**config.mk**
```make
export PLATFORM = sky130hd
export DESIGN_NAME = svm_mem_sequencer
export DESIGN_NICKNAME = d
export VERILOG_FILES = /design/src/rtl/svm_pkg.sv /design/src/rtl/svm_mem_sequencer.sv
export SDC_FILE = /design/constraint.sdc
export NUM_CORES = 1
export LEC_CHECK = 0
export CAP_MARGIN = 20
export CORE_MARGIN = 1.5
export CORE_UTILIZATION = 46
export CTS_CLUSTER_DIAMETER = 150
export DETAILED_ROUTE_END_ITERATION = 8
export PLACE_DENSITY = 0.77
export REMOVE_ABC_BUFFERS = 1
export SETUP_SLACK_MARGIN = 0.1
export SYNTH_ARGS = -nofsm -noshare
export SYNTH_HDL_FRONTEND = slang
export SYNTH_SLANG_ARGS = --single-unit
```
**constraint.sdc**
```tcl
create_clock -name clk -period 1.8 [get_ports clk]
set_clock_uncertainty 0.2 [all_clocks]
set_input_delay 0.18 -clock clk [delete_from_list [all_inputs] [get_ports clk]]
set_output_delay 0.18 -clock clk [all_outputs]
set_load 0.1 [all_outputs]
```
**src/rtl/svm_pkg.sv**
```systemverilog
// svm_pkg: definitions shared by the SVM memory sequencer.
//   - svm_seq_state_t : sequencer state (IDLE, LOAD, SWEEP, DRAIN)
//   - SVM_NUM_SV / SVM_V_ALPHA_NUM / SVM_A_ALPHA_NUM : default bank geometry
//   - SVM_ADDR_W : default SRAM address width
//   - ceil_log2() : constant helper used to size address buses
package svm_pkg;

  function automatic int ceil_log2(input int v);
    int r;
    r = 0;
    for (int i = 0; i < 31; i++)
      if ((1 << i) < v) r = i + 1;
    return r;
  endfunction

  localparam int SVM_NUM_SV      = 214;
  localparam int SVM_V_ALPHA_NUM = 120;
  localparam int SVM_A_ALPHA_NUM = 155;
  // The bank wrapper was sized from a 144-row macro; 8 bits still covers 214 rows.
  localparam int SVM_ADDR_W      = ceil_log2(144);

  typedef enum logic [1:0] {
    IDLE  = 2'd0,
    LOAD  = 2'd1,
    SWEEP = 2'd2,
    DRAIN = 2'd3
  } svm_seq_state_t;

endpackage

```
**src/rtl/svm_mem_sequencer.sv**
```systemverilog
// svm_mem_sequencer: owns address / active-low write-enable of the SVM
// support-vector + alpha SRAM bank. Data buses bypass this block.
//
//   LOAD  : streams NUM_SV rows from a valid/ready source into consecutive
//           addresses (1 row/cycle).
//   SWEEP : issues reads 0..NUM_SV-1, absorbs the 1-cycle SRAM latency and
//           presents each row downstream with valid/ready back-pressure.
//   DRAIN : waits for the last row to be accepted, then pulses done.
//
// Ports
//   clk, rst            clock, synchronous active-low reset
//   load_start          pulse, begin load phase (wins over start)
//   in_valid, in_ready  load beat handshake
//   start               pulse, begin sweep (ignored unless loaded)
//   mem_addr, mem_we    SRAM address, write enable (0 = write)
//   out_valid/out_ready row handshake toward the MAC datapath
//   out_idx, out_last   row index held in SRAM Q, last-row flag
//   v_alpha_ok          row carries a valid video alpha
//   a_alpha_ok          row carries a valid audio alpha
//   loaded, busy, done  full load seen, state != IDLE, end-of-sweep pulse
//   stall_cnt           saturating stall counter (SVM_SEQ_STALL_CNT_EN only)
//
// Build option: define SVM_SEQ_STALL_CNT_EN to add the stall_cnt port.
module svm_mem_sequencer
  import svm_pkg::*;
#(
  parameter int NUM_SV      = SVM_NUM_SV,
  parameter int V_ALPHA_NUM = SVM_V_ALPHA_NUM,
  parameter int A_ALPHA_NUM = SVM_A_ALPHA_NUM,
  parameter int ADDR_W      = SVM_ADDR_W
) (
  input  logic              clk,
  input  logic              rst,
  input  logic              load_start,
  input  logic              in_valid,
  output logic              in_ready,
  input  logic              start,
  output logic [ADDR_W-1:0] mem_addr,
  output logic              mem_we,
  output logic              out_valid,
  input  logic              out_ready,
  output logic [ADDR_W-1:0] out_idx,
  output logic              out_last,
  output logic              v_alpha_ok,
  output logic              a_alpha_ok,
  output logic              loaded,
  output logic              busy,
  output logic              done
`ifdef SVM_SEQ_STALL_CNT_EN
  ,
  output logic [15:0]       stall_cnt
`endif
);

  localparam logic [ADDR_W-1:0] LAST = ADDR_W'(NUM_SV - 1);

  svm_seq_state_t    state, state_nxt;
  logic [ADDR_W-1:0] lcnt;     // next load address
  logic [ADDR_W-1:0] rd;       // next read address to issue
  logic              load_hs;  // load beat accepted
  logic              stall;    // row presented but not taken
  logic              out_hs;   // row accepted
  logic              issue;    // fresh read address on the bus this cycle
  logic              sweep_go; // accepted start

  assign load_hs  = (state == LOAD) && in_valid;
  assign stall    = out_valid && !out_ready;
  assign out_hs   = out_valid && out_ready;
  assign issue    = (state == SWEEP) && !stall;
  assign sweep_go = (state == IDLE) && start && loaded && !load_start;

  assign busy       = (state != IDLE);
  assign out_last   = (out_idx == LAST);
  assign v_alpha_ok = (int'(out_idx) < V_ALPHA_NUM);
  assign a_alpha_ok = (int'(out_idx) < A_ALPHA_NUM);

  // Next state and SRAM control
  always_comb begin
    state_nxt = state;
    in_ready  = 1'b0;
    mem_we    = 1'b1;
    mem_addr  = '0;
    case (state)
      IDLE: begin
        if (load_start)           state_nxt = LOAD;
        else if (start && loaded) state_nxt = SWEEP;
      end
      LOAD: begin
        in_ready = 1'b1;
        mem_we   = !in_valid;
        mem_addr = lcnt;
        if (in_valid && (lcnt == LAST)) state_nxt = IDLE;
      end
      SWEEP: begin
        // Under stall re-issue the row on display so SRAM Q stays put.
        mem_addr = stall ? out_idx : rd;
        if (issue && (rd == LAST)) state_nxt = DRAIN;
      end
      DRAIN: begin
        mem_addr = LAST;
        if (out_hs && out_last) state_nxt = IDLE;
      end
      default: state_nxt = IDLE;
    endcase
  end

  always_ff @(posedge clk) begin
    if (!rst) begin
      state     <= IDLE;
      lcnt      <= '0;
      rd        <= '0;
      loaded    <= 1'b0;
      out_valid <= 1'b0;
      out_idx   <= '0;
      done      <= 1'b0;
    end else begin
      state <= state_nxt;
      done  <= (state == DRAIN) && out_hs && out_last;

      // Load counter; saturates at the last row instead of wrapping.
      if ((state == IDLE) && load_start) begin
        loaded <= 1'b0;
        lcnt   <= '0;
      end else if (load_hs) begin
        if (lcnt == LAST) loaded <= 1'b1;
        else              lcnt   <= lcnt + ADDR_W'(1);
      end

      // Read counter; holds at the last row through DRAIN.
      if (sweep_go)                  rd <= '0;
      else if (issue && rd != LAST)  rd <= rd + ADDR_W'(1);

      // Output register tracks SRAM Q one cycle after issue.
      if (issue) begin
        out_valid <= 1'b1;
        out_idx   <= rd;
      end else if (out_hs) begin
        out_valid <= 1'b0;
      end
    end
  end

`ifdef SVM_SEQ_STALL_CNT_EN
  always_ff @(posedge clk) begin
    if (!rst)                              stall_cnt <= '0;
    else if (sweep_go)                     stall_cnt <= '0;
    else if (stall && stall_cnt != 16'hFFFF) stall_cnt <= stall_cnt + 16'd1;
  end
`endif

endmodule
```
==> flow_summary_export.csv, run 1 <==
group,metric,value,unit
status,status,"finished with violations",
status,violations_in_the_final_reports,"setup timing",
sta,layout_min_cycle_time,1.94,ns
clocking,clk-insertion-delay-late,0.36,ns
power_and_ir_drop,p_per_area,419,nW/µm²
critical_path,cp_slowest_cell,"dfxtp_4",
critical_path,reg2reg_from,"lcnt[1]",
clocking,cts.path.max_buffers,2,
global_route,pin_count_of_the_biggest_net_entering_global_routing,11,
layout,finalInstanceArea,2840,µm²
drt,drt-wirelength-per-cell,19.7,µm
drt,final_antenna_net_count,0,
worst_hold_path,hold_class,"in -> reg",
logic_synthesis,synth_cell_types,42,
drt,avgViaCountPerCell,6.09,
sta,fin_worst_hold_slack,0.194,ns
sta,slew_violations,0,
placement,postPlaceCellArea,2310,µm²
clocking,cts_clock_pin_slew_for_the_worst_setup_and_hold_paths,0.09,ns
layout,fin_cells,316,
critical_path,ff2ff_setup_slack,0.03,ns
die,floorplan.core_area,3130,µm²
critical_path,setup.worst_path.end_class,"output port",
sta,timing_hold_violations_final,0,
worst_hold_path,holdPathEnd,"state[1]",
die,die-height,61.0,µm
global_route,grt_overflow,0,
clocking,clock_tree_from_tritoncts,"yes",
critical_path,critPathArrivalTime,1.56,ns
layout,drive_above_1_share,47.4,%
die,starting_density_of_the_core,49.5,%
placement,place.port_buffers,30,
clocking,htreeDepth,2,
logic_synthesis,synth_top_cell_area_share,37.5,%
drt,routed_wl,6230,µm
clocking,tritoncts.num_buffers,5,
critical_path,regToRegEndpoint,"lcnt[6]",
job,number_of_maximum_capacitance_violations,0,
logic_synthesis,synth_top_cell_by_area,"dfxtp_1",
placement,place.gp.congestion,0.893,
logic_synthesis,syn-mean-instance-area,7.90,µm²
critical_path,critical_path.n_buffers_inverters,2,
sta,slew-limit-headroom,68.6,%
layout,fin_nets,281,
drt,drc,0,
logic_synthesis,leading_cell_types_by_total_area_after_synthesis,"dfxtp_1, nand2_1, a21oi_1",
power_and_ir_drop,leakage,1.01,nW
sta,max_slew.worst_pin.slew,0.470,ns
critical_path,timing.critical_path.from_type,"register",
worst_hold_path,hold_path.startpoint,"out_ready",
logic_synthesis,synth_seq_cells,29,
critical_path,worstPathRequired,1.42,ns
global_route,grt_antenna_before_repair,0,
sta,clock.fmax,0.515,GHz
placement,hpwl,3130,µm
global_route,groute.usage.overall,28.7,%
die,core.rowCount,20,
clocking,cts_num_sinks,29,
critical_path,cpPeakStageDelay,0.39,ns
worst_hold_path,worst_hold_path_stage_count,3,
drt,first_iter_violations,234,
drt,drt_pre_antenna_iters,5,
global_route,first_global_vias,1646,
die,top_level_ports,31,
critical_path,crit_family,"flip-flops",
die,dieArea,3720,µm²
layout,antenna-diode-count,0,
critical_path,r2r_cells,6,
logic_synthesis,syn-instance-count,196,
logic_synthesis,post_synth_instance_area,1550,µm²
global_route,grt_pass1_wl,7620,µm
critical_path,critPathKind,"reg -> out",
critical_path,critical_path.cell_chain,"and2b_4 -> buf_6 -> mux2i_1 -> o21ai_2 -> buf_12",
sta,setup_viol_count_final,9,
die,floorplan.die.width,61.0,µm
critical_path,crit_path_max_fanout,5,
sta,finalCritPeriodShare,108,%
power_and_ir_drop,vdd_ir_drop_max,379,µV
sta,final_critical_path_setup_slack,-0.141,ns
layout,layout.filler_cells,115,
drt,via_count,1923,
logic_synthesis,ys.warnings.count,0,
sta,setup_repair_after_global_routing_missed_its_margin,"true",
logic_synthesis,synth.yosys.seq_area_share,37.5,%
layout,area_overhead_vs_synth,83.4,%
placement,placed_cells,289,
clocking,cts_root_buf,"clkbuf_4",
## cells in the final DEF (no fill, tap or decap), types with 2 or more instances in the layout
cell,instances
dfxtp_2,6
o31ai_1,2
o21ai_1,2
nand2b_4,2
a31oi_4,5
ha_4,2
a21oi_2,2
nor2b_1,2
o21ai_2,3
dfxtp_4,9
nand3_1,6
inv_2,2
and2_1,2
inv_1,3
buf_4,34
dfxtp_1,14
buf_6,7
clkbuf_1,3
nor2_2,2
xnor2_1,10
clkbuf_4,5
and3_1,2
buf_8,2
nand4b_1,2
nor2_1,18
nand2_2,6
mux2i_1,2
nand2_1,33
ha_1,2
a21oi_1,16
clkdlybuf4s50_1,4
nor4_4,2
buf_12,24
nor3_1,5
## what timing repair did
action,CTS,global route
pin swaps,13,20
gates resized for setup,56,38
setup endpoints to repair,18,33
hold buffers,0,0
setup buffers,14,5
gates cloned,1,0
## worst reg2reg max path, stage by stage, from the launching register on
cell and delay [ns]:
dfxtp_2 0.35, buf_4 0.13, ha_1 0.14, and4b_1 0.23, nor3b_1 0.35, xnor2_1 0.19, nor2_1 0.06
## synth_stat cells, drive strengths merged
master,number
or4,1
a311oi,1
nand2b,2
and3,2
and4,1
nand3b,1
nand4,1
inv,6
nor4b,1
o21ba,1
nand4b,2
nor3b,1
and4bb,1
clkbuf,1
dfxtp,29
nor2b,2
and2,3
xnor2,10
mux2i,2
a21oi,18
and4b,2
a31oi,6
buf,5
o31ai,3
and2b,1
nand3,6
nor2,21
ha,4
a41oi,1
xor2,1
nand2,39
a211oi,3
o21ai,5
nor4,3
a2111oi,1
nor3,6
nor4bb,1
clkinv,1
nand4bb,1
## state kept, by name (all words and copies together), names as in the netlist
signal     flops
done           1
loaded         1
rd             8
state          2
out_valid      1
out_idx        8
lcnt           8
## routing by layer
layer,part of all wire (%),vias up,track usage [%],wire length (µm)
met5,0,-,0,0
met4,5.5,0,15.2,341
met3,8.0,41,6.82,499
met2,49,134,48.1,3020
met1,38,904,33.8,2370
li1,-,844,-,-
## metrics by stage
stage          setup slack [ns]  utilization (%)  total power [mW]  setup TNS [ns]
6_report                 -0.141             90.8              1.19          -0.700
3_5_place_dp             -0.286             73.9             0.788           -4.85
5_1_grt                  -0.174             90.8              1.23           -1.22
2_1_floorplan             -2.32                -             0.730          -33.53
3_3_place_gp             -0.244             73.9             0.786           -3.83
4_1_cts                 -0.0442             84.0              1.16          -0.154
## report_power, final
part           switching, mW  leakage (nW)  total [mW]  internal, mW
sequential           0.00764         0.244       0.641         0.633
combinational         0.0925         0.737       0.150        0.0579
clock                  0.243        0.0265       0.398         0.155
total                  0.343          1.01        1.19         0.846
## cells by family (layout without fill, tap and decap cells)
family | Yosys count | in the layout | share of synthesized area, %
mux | 2 | 2 | 1.29
compound gates | 39 | 39 | 15.8
xor+xnor | 11 | 11 | 6.22
simple gates | 98 | 99 | 32.3
flops | 29 | 29 | 37.5
buf+inv | 13 | 88 | 3.56
fa+ha+maj | 4 | 4 | 3.23
## worst max-delay path by stage
stage                   start     endpoint  slack, ns  cells past startpoint
global placement    out_ready  mem_addr[2]      -0.24                      6
CTS                 out_valid  mem_addr[4]      -0.04                      5
finish              out_valid  mem_addr[3]      -0.14                      5
global route        out_valid  mem_addr[3]      -0.17                      5
detailed placement  out_ready  mem_addr[5]      -0.29                      5
floorplan           out_valid  mem_addr[5]      -2.32                      3
## layout make-up
type	count	area (µm²)	share of cell area [%]
tap	44	55.1	1.94
multi-input combinational	155	1170	41.1
clock buffer	8	48.8	1.72
inverter	7	28.8	1.01
sequential	29	622	21.9
timing repair buffer	73	918	32.3
Note: power is estimated with default switching activity, not from simulation.
==> run 2, diff against run 1 <==
--- a/config.mk
+++ b/config.mk
@@ -10,9 +10,10 @@
 export CORE_UTILIZATION = 46
 export CTS_CLUSTER_DIAMETER = 150
 export DETAILED_ROUTE_END_ITERATION = 8
-export PLACE_DENSITY = 0.77
+export PLACE_DENSITY_LB_ADDON = 0.05
 export REMOVE_ABC_BUFFERS = 1
 export SETUP_SLACK_MARGIN = 0.1
 export SYNTH_ARGS = -nofsm -noshare
 export SYNTH_HDL_FRONTEND = slang
 export SYNTH_SLANG_ARGS = --single-unit
+export TNS_END_PERCENT = 100
==> flow_summary_export.csv, run 2 (synthesis results as in run 1) <==
group,metric,value,unit
clocking,postCtsHoldBufs,0,
sta,slew_violations,0,
critical_path,reg2reg_from,"rd[1]",
die,floorplan.die.width,61.0,µm
global_route,global_route_layer_with_the_greatest_usage,"met2",
layout,multiInputGateArea,1180,µm²
sta,final_critical_path_setup_slack,-0.0996,ns
die,die-height,61.0,µm
critical_path,crit_path_max_fanout,8,
critical_path,startpoint,"out_valid",
layout,regs_by_ff_count,"lcnt: 8 flops, out_idx: 8 flops, rd: 8 flops",
sta,timing_hold_violations_final,0,
drt,routed_wl,6210,µm
clocking,cts_clock_pin_slew_for_the_worst_setup_and_hold_paths,0.10,ns
global_route,grt_antenna_before_repair,0,
layout,most-common-layout-cells,"nand2_1, buf_4, buf_12, nor2_1, a21oi_1",
global_route,groute.usage.overall,28.4,%
drt,via_count,1859,
sta,clock.fmax,0.526,GHz
sta,setup_viol_count_final,9,
placement,postPlaceCellArea,2280,µm²
worst_hold_path,hold_class,"in -> reg",
die,core.rowCount,20,
layout,ff_latch_area,622,µm²
global_route,first_global_vias,1637,
clocking,htreeDepth,2,
placement,place.gp.congestion,0.844,
drt,first_iter_violations,136,
global_route,met1_track_utilization_from_global_routing,32.4,%
drt,drc,0,
die,floorplan.core_area,3130,µm²
critical_path,timing.critical_path.from_type,"register",
placement,post-place-ws,-0.318,ns
status,status,"finished with violations",
clocking,clock_tree_from_tritoncts,"yes",
die,dieArea,3720,µm²
placement,hpwl,3330,µm
sta,layout_min_cycle_time,1.90,ns
critical_path,critPathKind,"reg -> out",
clocking,cts_num_sinks,29,
worst_hold_path,hold_path.startpoint,"out_ready",
drt,avgViaCountPerCell,5.96,
critical_path,setup.worst_path.end_class,"output port",
critical_path,worstPathRequired,1.42,ns
global_route,met3_usage,6.82,%
critical_path,critPathArrivalTime,1.52,ns
layout,drive_above_1_share,48.5,%
layout,layout.filler_cells,130,
die,top_level_ports,31,
sta,max_slew.worst_pin.slew,0.375,ns
power_and_ir_drop,vdd_ir_drop_max,375,µV
global_route,grt_overflow,0,
drt,drt_pre_antenna_iters,5,
clocking,cts.path.max_buffers,2,
clocking,clk-insertion-delay-late,0.33,ns
layout,fin_nets,277,
placement,placed_cells,285,
drt,drt-wirelength-per-cell,19.9,µm
status,violations_in_the_final_reports,"setup timing",
layout,layout.cells.most_common,"nand2_1",
drt,final_antenna_net_count,0,
placement,place.port_buffers,30,
power_and_ir_drop,leakage,1.02,nW
sta,setup_repair_after_global_routing_missed_its_margin,"true",
sta,finalCritPeriodShare,106,%
layout,fin_cells,312,
sta,slew-limit-headroom,75.0,%
clocking,tritoncts.num_buffers,5,
die,starting_density_of_the_core,49.5,%
global_route,grt_pass1_wl,7670,µm
clocking,cts_root_buf,"clkbuf_4",
global_route,grt_use_met2,50.4,%
layout,area_overhead_vs_synth,81.5,%
power_and_ir_drop,p_per_area,419,nW/µm²
layout,antenna-diode-count,0,
layout,finalInstanceArea,2810,µm²
global_route,pin_count_of_the_biggest_net_entering_global_routing,11,
job,number_of_maximum_capacitance_violations,0,
layout,final_core_util,89.8,%
==> run 2: per-layer routing <==
| layer | up-vias | share of wire (%) |
|---|---|---|
| met2 | 96 | 53 |
| met5 | - | 0 |
| li1 | 839 | - |
| met1 | 889 | 37 |
| met4 | 0 | 4.6 |
| met3 | 35 | 4.7 |
==> run 2: per-stage QoR <==
step	total power, mW	hold slack (ns)	TNS (ns)
floorplan	0.730	0.102	-33.53
global placement	0.785	0.300	-3.29
detailed placement	0.787	0.322	-4.02
CTS	1.16	0.141	-0.113
global route	1.22	0.210	-0.778
finish	1.18	0.216	-0.354
==> run 2: worst max-delay path, cell delays in order (launching register included) <==
cell and delay (ns):
dfxtp_4 0.38, and2b_4 0.22, mux2i_1 0.31, o21ai_2 0.10, buf_12 0.17
==> run 2: final timing paths <==
path	slack [ns]	cells past startpoint	to
worst min-delay path	0.22	3	state[1]
worst max register to register	0.07	6	rd[3]
worst max-delay path	-0.1	4	mem_addr[5]
worst min register to register	0.33	2	out_idx[3]
==> run 2: power breakdown <==
part           total [mW]  internal, mW  switching [mW]
sequential          0.639         0.633         0.00605
clock               0.381         0.148           0.233
combinational       0.156        0.0634          0.0929
==> run 2: layout make-up <==
cell class | instances | share of cell area [%]
Multi-Input combinational cell | 154 | 42.0
Tap cell | 44 | 1.96
Inverter | 7 | 0.935
Timing Repair Buffer | 70 | 31.2
Clock inverter | 2 | 0.356
Clock buffer | 6 | 1.47
Sequential cell | 29 | 22.1
==> run 2: repair_timing <==
action / CTS / global route
buffers inserted: 11 / 9
resized for setup: 54 / 35
hold endpoints to repair: 0 / 0
endpoints found under the setup margin: 28 / 23
pin swaps: 13 / 16
